`src/rtl/usb_in_scheduler.sv`:
```
// Services USB IN tokens for EP0/EP1: drains the IN FIFO into a packet buffer, sends PID + payload, tracks DATA0/DATA1.
// Latency: fill takes one cycle per byte; the PID beat follows the fill, and a retransmit or handshake starts one cycle after tok_in.
// Backpressure: tx_data/tx_valid hold until tx_ready; tokens arriving while busy are dropped, so the host retries.
//
// Ports:
//   clk, reset                 clock and synchronous active-low reset
//   tok_in/tok_ep, setup       IN token pulse with its endpoint, SETUP-on-EP0 pulse
//   ep0_zlp                    CPU arms a zero-length packet on EP0
//   epN_q/epN_empty/epN_rdreq  show-ahead endpoint IN FIFOs
//   tx_valid/tx_data/tx_last/tx_ready  byte stream to the SIE transmitter
//   hs_ack, hs_timeout         handshake outcome for the last DATA packet
//   busy                       scheduler is not idle
module usb_in_scheduler #(
  parameter int MAXPKT = 8
) (
  input  logic       clk,
  input  logic       reset,
  input  logic       tok_in,
  input  logic [3:0] tok_ep,
  input  logic       setup,
  input  logic       ep0_zlp,
  input  logic [7:0] ep0_q,
  input  logic       ep0_empty,
  output logic       ep0_rdreq,
  input  logic [7:0] ep1_q,
  input  logic       ep1_empty,
  output logic       ep1_rdreq,
  output logic       tx_valid,
  output logic [7:0] tx_data,
  output logic       tx_last,
  input  logic       tx_ready,
  input  logic       hs_ack,
  input  logic       hs_timeout,
  output logic       busy
);

  localparam int LW = $clog2(MAXPKT) + 1;
  // Buffer address width; at least one bit so MAXPKT=1 still elaborates.
  localparam int AW = (MAXPKT > 1) ? $clog2(MAXPKT) : 1;

  localparam logic [7:0] PID_DATA0 = 8'hC3;
  localparam logic [7:0] PID_DATA1 = 8'h4B;
  localparam logic [7:0] PID_NAK   = 8'h5A;
  localparam logic [7:0] PID_STALL = 8'h1E;

  typedef enum logic [1:0] {IDLE, FILL, SEND, WAIT_HS} state_t;

  state_t          state, state_nxt;
  logic            toggle0, toggle1;
  logic            pending, pend_ep;
  logic            zlp0;
  logic            ep;
  logic            is_hs;        // current packet is a bare NAK/STALL handshake
  logic [7:0]      pid;
  logic [LW-1:0]   len, cnt;
  logic [7:0]      pkt_buf [2**AW];

  logic            tok_sel, tok_ok, tok_empty, idle_to_fill;
  logic [7:0]      tok_data_pid;
  logic            sel_empty, fill_rd, fill_done;
  logic [7:0]      sel_q;
  logic [AW-1:0]   wr_idx, rd_idx;

  assign tok_sel      = tok_ep[0];
  assign tok_ok       = (tok_ep[3:1] == 3'b000);
  assign tok_empty    = tok_sel ? ep1_empty : ep0_empty;
  assign tok_data_pid = (tok_sel ? toggle1 : toggle0) ? PID_DATA1 : PID_DATA0;
  // Only a fresh data packet with bytes waiting goes through FILL.
  assign idle_to_fill = tok_ok && !pending && !tok_empty;

  assign sel_empty = ep ? ep1_empty : ep0_empty;
  assign sel_q     = ep ? ep1_q : ep0_q;
  assign fill_rd   = (state == FILL) && !sel_empty && (len != LW'(MAXPKT));
  assign fill_done = !fill_rd || (len == LW'(MAXPKT - 1));
  assign wr_idx    = AW'(len);
  assign rd_idx    = AW'(cnt - 1'b1);

  always_ff @(posedge clk) begin
    if (!reset) state <= IDLE;
    else        state <= state_nxt;
  end

  always_comb begin
    state_nxt = state;
    ep0_rdreq = 1'b0;
    ep1_rdreq = 1'b0;
    tx_valid  = 1'b0;
    tx_data   = 8'h00;
    tx_last   = 1'b0;
    busy      = (state != IDLE);
    case (state)
      IDLE: begin
        if (tok_in) state_nxt = idle_to_fill ? FILL : SEND;
      end
      FILL: begin
        ep0_rdreq = fill_rd && !ep;
        ep1_rdreq = fill_rd && ep;
        if (fill_done) state_nxt = SEND;
      end
      SEND: begin
        tx_valid = 1'b1;
        tx_data  = (cnt == '0) ? pid : pkt_buf[rd_idx];
        tx_last  = is_hs || (cnt == len);
        if (tx_ready && tx_last) state_nxt = is_hs ? IDLE : WAIT_HS;
      end
      WAIT_HS: begin
        if (hs_ack || hs_timeout) state_nxt = IDLE;
      end
      default: state_nxt = IDLE;
    endcase
  end

  always_ff @(posedge clk) begin
    if (fill_rd) pkt_buf[wr_idx] <= sel_q;
  end

  always_ff @(posedge clk) begin
    if (!reset) begin
      toggle0 <= 1'b0;
      toggle1 <= 1'b0;
      pending <= 1'b0;
      pend_ep <= 1'b0;
      zlp0    <= 1'b0;
      ep      <= 1'b0;
      is_hs   <= 1'b0;
      pid     <= 8'h00;
      len     <= '0;
      cnt     <= '0;
    end else begin
      case (state)
        IDLE: begin
          if (tok_in) begin
            cnt <= '0;
            if (!tok_ok) begin
              is_hs <= 1'b1;
              pid   <= PID_STALL;
            end else if (pending && (pend_ep == tok_sel)) begin
              // Retransmit: buffer and len untouched, toggle not yet flipped.
              is_hs <= 1'b0;
              ep    <= tok_sel;
              pid   <= tok_data_pid;
            end else if (pending) begin
              // The other endpoint's packet still owns the buffer.
              is_hs <= 1'b1;
              pid   <= PID_NAK;
            end else if (!tok_empty) begin
              is_hs <= 1'b0;
              ep    <= tok_sel;
              len   <= '0;
              pid   <= tok_data_pid;
            end else if (!tok_sel && zlp0) begin
              is_hs <= 1'b0;
              ep    <= 1'b0;
              len   <= '0;
              zlp0  <= 1'b0;
              pid   <= tok_data_pid;
            end else begin
              is_hs <= 1'b1;
              pid   <= PID_NAK;
            end
          end
        end
        FILL: begin
          if (fill_rd) len <= len + 1'b1;
        end
        SEND: begin
          if (tx_ready) begin
            if (tx_last) begin
              if (!is_hs) begin
                pending <= 1'b1;
                pend_ep <= ep;
              end
            end else begin
              cnt <= cnt + 1'b1;
            end
          end
        end
        WAIT_HS: begin
          // A timeout leaves pending and the toggle alone so the next IN retransmits.
          if (hs_ack) begin
            pending <= 1'b0;
            if (ep) toggle1 <= ~toggle1;
            else    toggle0 <= ~toggle0;
          end
        end
        default: ;
      endcase
      // SETUP overrides any same-cycle ACK on EP0.
      if (setup) begin
        toggle0 <= 1'b1;
        zlp0    <= 1'b0;
        if (!pend_ep) pending <= 1'b0;
      end
      if (ep0_zlp) zlp0 <= 1'b1;
    end
  end

endmodule

```
`config.mk`:
```
export PLATFORM = sky130hd
export DESIGN_NAME = usb_in_scheduler
export DESIGN_NICKNAME = d
export VERILOG_FILES = /design/src/rtl/usb_in_scheduler.sv
export SDC_FILE = /design/constraint.sdc
export NUM_CORES = 1
export LEC_CHECK = 0
export CAP_MARGIN = 20
export CORE_MARGIN = 2
export CORE_UTILIZATION = 38
export DETAILED_ROUTE_END_ITERATION = 12
export GPL_ROUTABILITY_DRIVEN = 1
export PLACE_DENSITY = 0.67
export SETUP_SLACK_MARGIN = 0.02
export SLEW_MARGIN = 30
export SYNTH_ARGS = -nofsm -noshare
export SYNTH_HDL_FRONTEND = slang
export SYNTH_SLANG_ARGS = --single-unit
```
`constraint.sdc`:
```
create_clock -name clk -period 2.8 [get_ports clk]
set_input_delay 0.56 -clock clk [delete_from_list [all_inputs] [get_ports clk]]
set_output_delay 0.56 -clock clk [all_outputs]
set_load 0.01 [all_outputs]
```
== After elaboration in Yosys (flattened, before gate mapping) ==
Memory sizes are Yosys's and may differ from the RTL's.
Cells that the tools add are included.
Storage, ports and cells
  ROM bits: 0
  memories kept: 1
  bits in writable memories: 64
  register bits: 25
  word-level logic and storage cells: 146
  latch bits: 0
Memory list
  pkt_buf: depth 8, width 8, read ports 1, clocked after Yosys merged registers in 0, wr ports 1, line 56  | logic [7:0] pkt_buf [2**AW];
Cells by class
  equal/unequal tests: 23
  order comparisons: 0
  shift operators: 0
  div/mod/pow operators: 0
  add/sub/neg operators: 3
  multipliers: 0
  reductions and logical operators: 40
  mux-type cells: 65
  bitwise gates (word level): 3
Operator list (number)
  $mux W8: 9
  $mux W4: 10
  $mux W1: 36
  $ne A2 B2 Y1 const B: 11
  $pmux W4 S2: 2
  $reduce_bool A3 Y1: 5
  $reduce_and A7 Y1: 2
  $mux W2: 6
  $reduce_and A4 Y1: 3
  $reduce_bool A2 Y1: 5
  $logic_and A1 B1 Y1: 9
  $ne A3 B3 Y1 const B: 3
  $add A4 B1 Y4 const B: 2
  $pmux W2 S4: 1
  $logic_not A1 Y1: 6
  $reduce_and A3 Y1: 2
  $reduce_and A5 Y1: 1
  $eq A2 B2 Y1 const B: 2
  $eq A4 B3 Y1 const B: 1
  $eq A4 B4 Y1: 1
  $logic_not A4 Y1: 1
  $ne A4 B4 Y1 const B: 1
  $logic_not A3 Y1: 1
  $logic_or A1 B1 Y1: 3
  9 further kinds: 11

== Depth between registers and ports, before layout ==
  word-level depth: 11
  depth in mapped cells: 8

== Worst setup path after synthesis ==
OpenSTA, ideal clock, no wires.
  path type: reg2out
  start: register cnt[0]
  end: output port tx_data[0]
  arrival: 2.372 ns
  setup slack: -0.132 ns
  cell stages (with the launch flop): 9
  cell sequence: dfxtp_1 -> clkbuf_1 -> inv_1 -> ha_1 -> clkbuf_1 -> clkbuf_1 -> mux4_2 -> mux2i_1 -> a21oi_1
On the way
  longest elaborated chain between the ends: 4
  elaborated cells on any way between the ends: 5
  those cells by class: add/sub: 1; mux: 2; reduce/logical: 1; memory: 1
Ends and longest elaborated chain
  start: declaration: line 55  | logic [LW-1:0] len, cnt;
  start signal: assignment: line 174  | cnt <= cnt + 1'b1;
  $sub A3 B1 Y3: line 76  | assign rd_idx = AW'(cnt - 1'b1);
  $mem_v2 Z8 W8
  $mux W8 *: line 102  | tx_data = (cnt == '0) ? pid : pkt_buf[rd_idx];
  $mux W8 *: line 91  | case (state)
  end: declaration: line 29  | output logic [7:0] tx_data,
Every way passes the cells marked *; elsewhere a longest branch is shown, timed or not.

== Final worst setup path ==
  start: register cnt[0]
  end: output port tx_data[3]
The elaborated chain is that of the path after synthesis.

==> results.py <==
metrics = {
    "global_route": {
        "grt_pass1_vias": 2643,
        "antenna_found_initial": 0,
        "grt_max_degree": 17,
        "grtUsageMet2_pct": 27.3,
        "track_usage_pct": 16.7,
        "grt_pass1_wl_microns": 14000,
        "use_met1_pct": 22.0,
        "grt-busiest-layer": "met2",
        "grt-ovfl-total": 0,
        "met3_usage_pct": 2.41,
    },
    "pwr": {
        "switching_share_pct": 24.4,
        "p_leak_nw": 1.69,
        "peakVddDrop_mv": 0.281,
        "power.switching_mw": 0.649,
        "p_int_mw": 2.01,
        "power.density_nw_per_um2": 541,
        "power.share.clock_pct": 33.4,
        "combPwrFrac_pct": 13.5,
        "p_total_mw": 2.65,
        "power_frac_seq_pct": 53.1,
    },
    "clock_tree": {
        "h-tree-depth": 3,
        "clk_path_buf_depth": 2,
        "clockRootBuffer": "clkbuf_8",
        "cts_sinks": 87,
        "insertion_delay_ns": 0.36,
        "clk_pin_slew_ns": 0.09,
        "cts_tree": "done",
        "numCtsBuffers": 9,
    },
    "finish": {
        "instances_no_fill": 494,
        "fill_cells": 910,
        "diodes": 0,
        "nets": 387,
        "syn_to_final_growth_pct": 24.9,
        "post_route_cells_drive_above_1_share_pct": 23.5,
        "stdcell_area_sq_um": 4910,
    },
    "logic_synthesis": {
        "synth_edf_count": 64,
        "avgSynthCellArea_sq_um": 13.5,
        "ys_async_sr_fraction_pct": 0,
        "ys_seq_area_share_pct": 60.6,
        "synthFlopType": "edfxtp_1",
        "synth.distinct_cells": 43,
        "synth_nets": 325,
        "netlist_area_sq_um": 3930,
        "yosysWarnings": 0,
        "synthCells": 291,
        "synth_seq_cells": 87,
    },
    "sta": {
        "fmax_mhz": 369,
        "setup_tns_ns": 0,
        "period_share_pct": 96.7,
        "hold_viol": 0,
        "slew_viol_final": 0,
        "clock_skew_ns": 0.00878,
        "finalCriticalPeriod_ns": 2.71,
        "worst_pin_slew_ns": 0.458,
        "rsz0062_at_grt": "yes",
        "relSlewSlack_pct": 69.4,
        "setup_viol_count_final": 0,
        "hold_slack_ns": 0.459,
    },
    "floorplan": {
        "die_w_microns": 106,
        "die_area_sq_um": 11200,
        "start_util_pct": 38.6,
        "core_sq_um": 10200,
        "io_pins": 43,
        "fp-row-count": 37,
        "die_h_microns": 106,
    },
    "critical_path": {
        "cp-start-kind": "flip-flop",
        "crit_fanout": 4,
        "r2r_end": "pkt_buf[2][1]",
        "cp-end-kind": "output port",
        "crit_type": "flip-flop to output port",
        "worstPathArrival_ns": 2.15,
        "reg2reg_from": "ep",
        "rrSetupSlack_ns": 0.73,
        "required_ns": 2.24,
        "r2r_cells": 4,
    },
    "route": {
        "dr.pass1.iters": 4,
        "vias_per_cell": 5.34,
        "wire_per_inst_microns": 17.5,
        "drtIter0Drc": 131,
        "wirelength_microns": 8640,
        "drcViolationCount": 0,
        "via_count": 2637,
        "drtAntennaViolNets": 0,
    },
    "status": {
        "status": "complete, no violations",
    },
    "hold_path": {
        "hp-start": "pid[0]",
        "hold_class": "flip-flop to flip-flop",
        "min_to": "pid[0]",
        "min_path_cells": 2,
    },
    "placed_design": {
        "dpl_cell_area_sq_um": 4610,
        "place_inst": 473,
        "port_buffers": 42,
        "place.gp.congestion": 0.854,
        "dp_hpwl_microns": 6030,
    },
    "run": {
        "drv_cap": 0,
    },
}
-- final cells by class --
class,count,area (sq um),area share [%]
clock buffers,9,124,2.52
repair buffers,67,627,12.8
clock inverters,7,78.8,1.61
flip-flops and latches,87,2390,48.7
multi-input cells,174,1470,29.9
inverters,14,52.6,1.07
well taps,136,170,3.47
-- cell usage after synthesis (all sizes together), types with 2 or more instances --
cell    instances  area share, %
o31ai           3           0.70
o211ai          2           0.38
dfxtp          23             12
or3             3           0.48
nand4           2           0.32
mux2            8            2.3
xor2            2           0.45
mux2i          15            3.8
clkbuf         14            1.3
ha              4            1.3
a211oi          3           0.57
nand3b          2           0.38
buf             2           0.25
nor2           12            1.1
o221a           2           0.57
nand3          11            1.4
mux4           16            9.2
or3b            3           0.67
nor3b           2           0.38
and4b           2           0.51
a41oi           2           0.45
nor4            2           0.32
xnor2           6            1.3
nand2b          3           0.48
a31oi           4           0.64
a21oi          18            2.3
or2             2           0.32
inv            14            1.3
o21ai          12            1.5
nand2          19            1.8
and3            2           0.32
nor3            5           0.64
edfxtp         64             49
-- sequential cells by signal, indices dropped and copies added (netlist names), 2 cells and up --
| name | cells |
|---|---|
| pkt_buf | 64 |
| pid | 7 |
| cnt | 4 |
| len | 4 |
| state | 2 |
-- through the flow --
step / worst slack, ns / util (%)
final: 0.0920 / 48.2
after global routing: 0.00457 / 48.2
after CTS: 0.0254 / 48.0
after detailed placement: 0.0610 / 45.2
after global placement: 0.112 / 45.2
after floorplan: 0.0895 / -
-- cell families (layout without fill, tap and decap cells) --
kind of cell	count (synthesis)	count (layout)	synth area share [%]
AOI/OAI and AO/OA	50	50	8.22
xor gates and xnor gates	8	8	1.78
adders and majority gates	4	4	1.27
buffers and inverters	30	97	2.93
DFF	87	87	60.6
muxes	39	39	15.3
and+or+nand+nor	73	73	9.87
-- repair_timing --
item,CTS,global route
pin swaps,0,3
gates resized for setup,22,5
hold buffers,0,0
setup endpoints to repair,8,6
gates cloned,1,0
setup buffers,3,1
-- layout by cell type, fill, tap and decap left out, types with 9 or more instances in the layout --
| cell type | count |
|---|---|
| nand2_1 | 19 |
| o21ai_0 | 12 |
| buf_4 | 21 |
| a21oi_1 | 17 |
| mux2i_1 | 13 |
| dfxtp_1 | 18 |
| mux4_2 | 16 |
| inv_1 | 14 |
| nand3_1 | 11 |
| clkbuf_8 | 9 |
| nor2_1 | 12 |
| edfxtp_1 | 64 |
| clkdlybuf4s50_1 | 34 |
-- power groups by stage --
stage	registers, mW	clock network [mW]	logic, mW
after floorplan	1.43	0	0.197
after global placement	1.44	0	0.332
after detailed placement	1.44	0	0.337
after CTS	1.41	0.901	0.359
after global routing	1.41	0.958	0.391
final	1.41	0.886	0.359
-- per-layer routing --
metal	vias to the layer above	wire [microns]
li1	1237	-
met1	1315	3680
met2	73	4330
met4	0	167
met3	12	464
met5	-	0
-- worst max-delay path, cell delays in order (launching register included) --
cell and delay [ns]:
dfxtp_2 0.35, inv_1 0.08, ha_4 0.29, buf_6 0.12
buf_12 0.10, mux4_2 0.30, mux2i_2 0.21, a21oi_2 0.10
clkdlybuf4s15_1 0.23
-- worst max-delay path by stage --
stage / startpoint / end / slack (ns)
after floorplan: cnt[0] / tx_data[0] / 0.09
after CTS: cnt[0] / tx_data[3] / 0.03
after global routing: state[0] / ep1_rdreq / 0.005
after detailed placement: cnt[1] / tx_data[3] / 0.06
after global placement: cnt[1] / tx_data[3] / 0.11
final: cnt[0] / tx_data[3] / 0.09
Power figures use the tool's default switching activity.
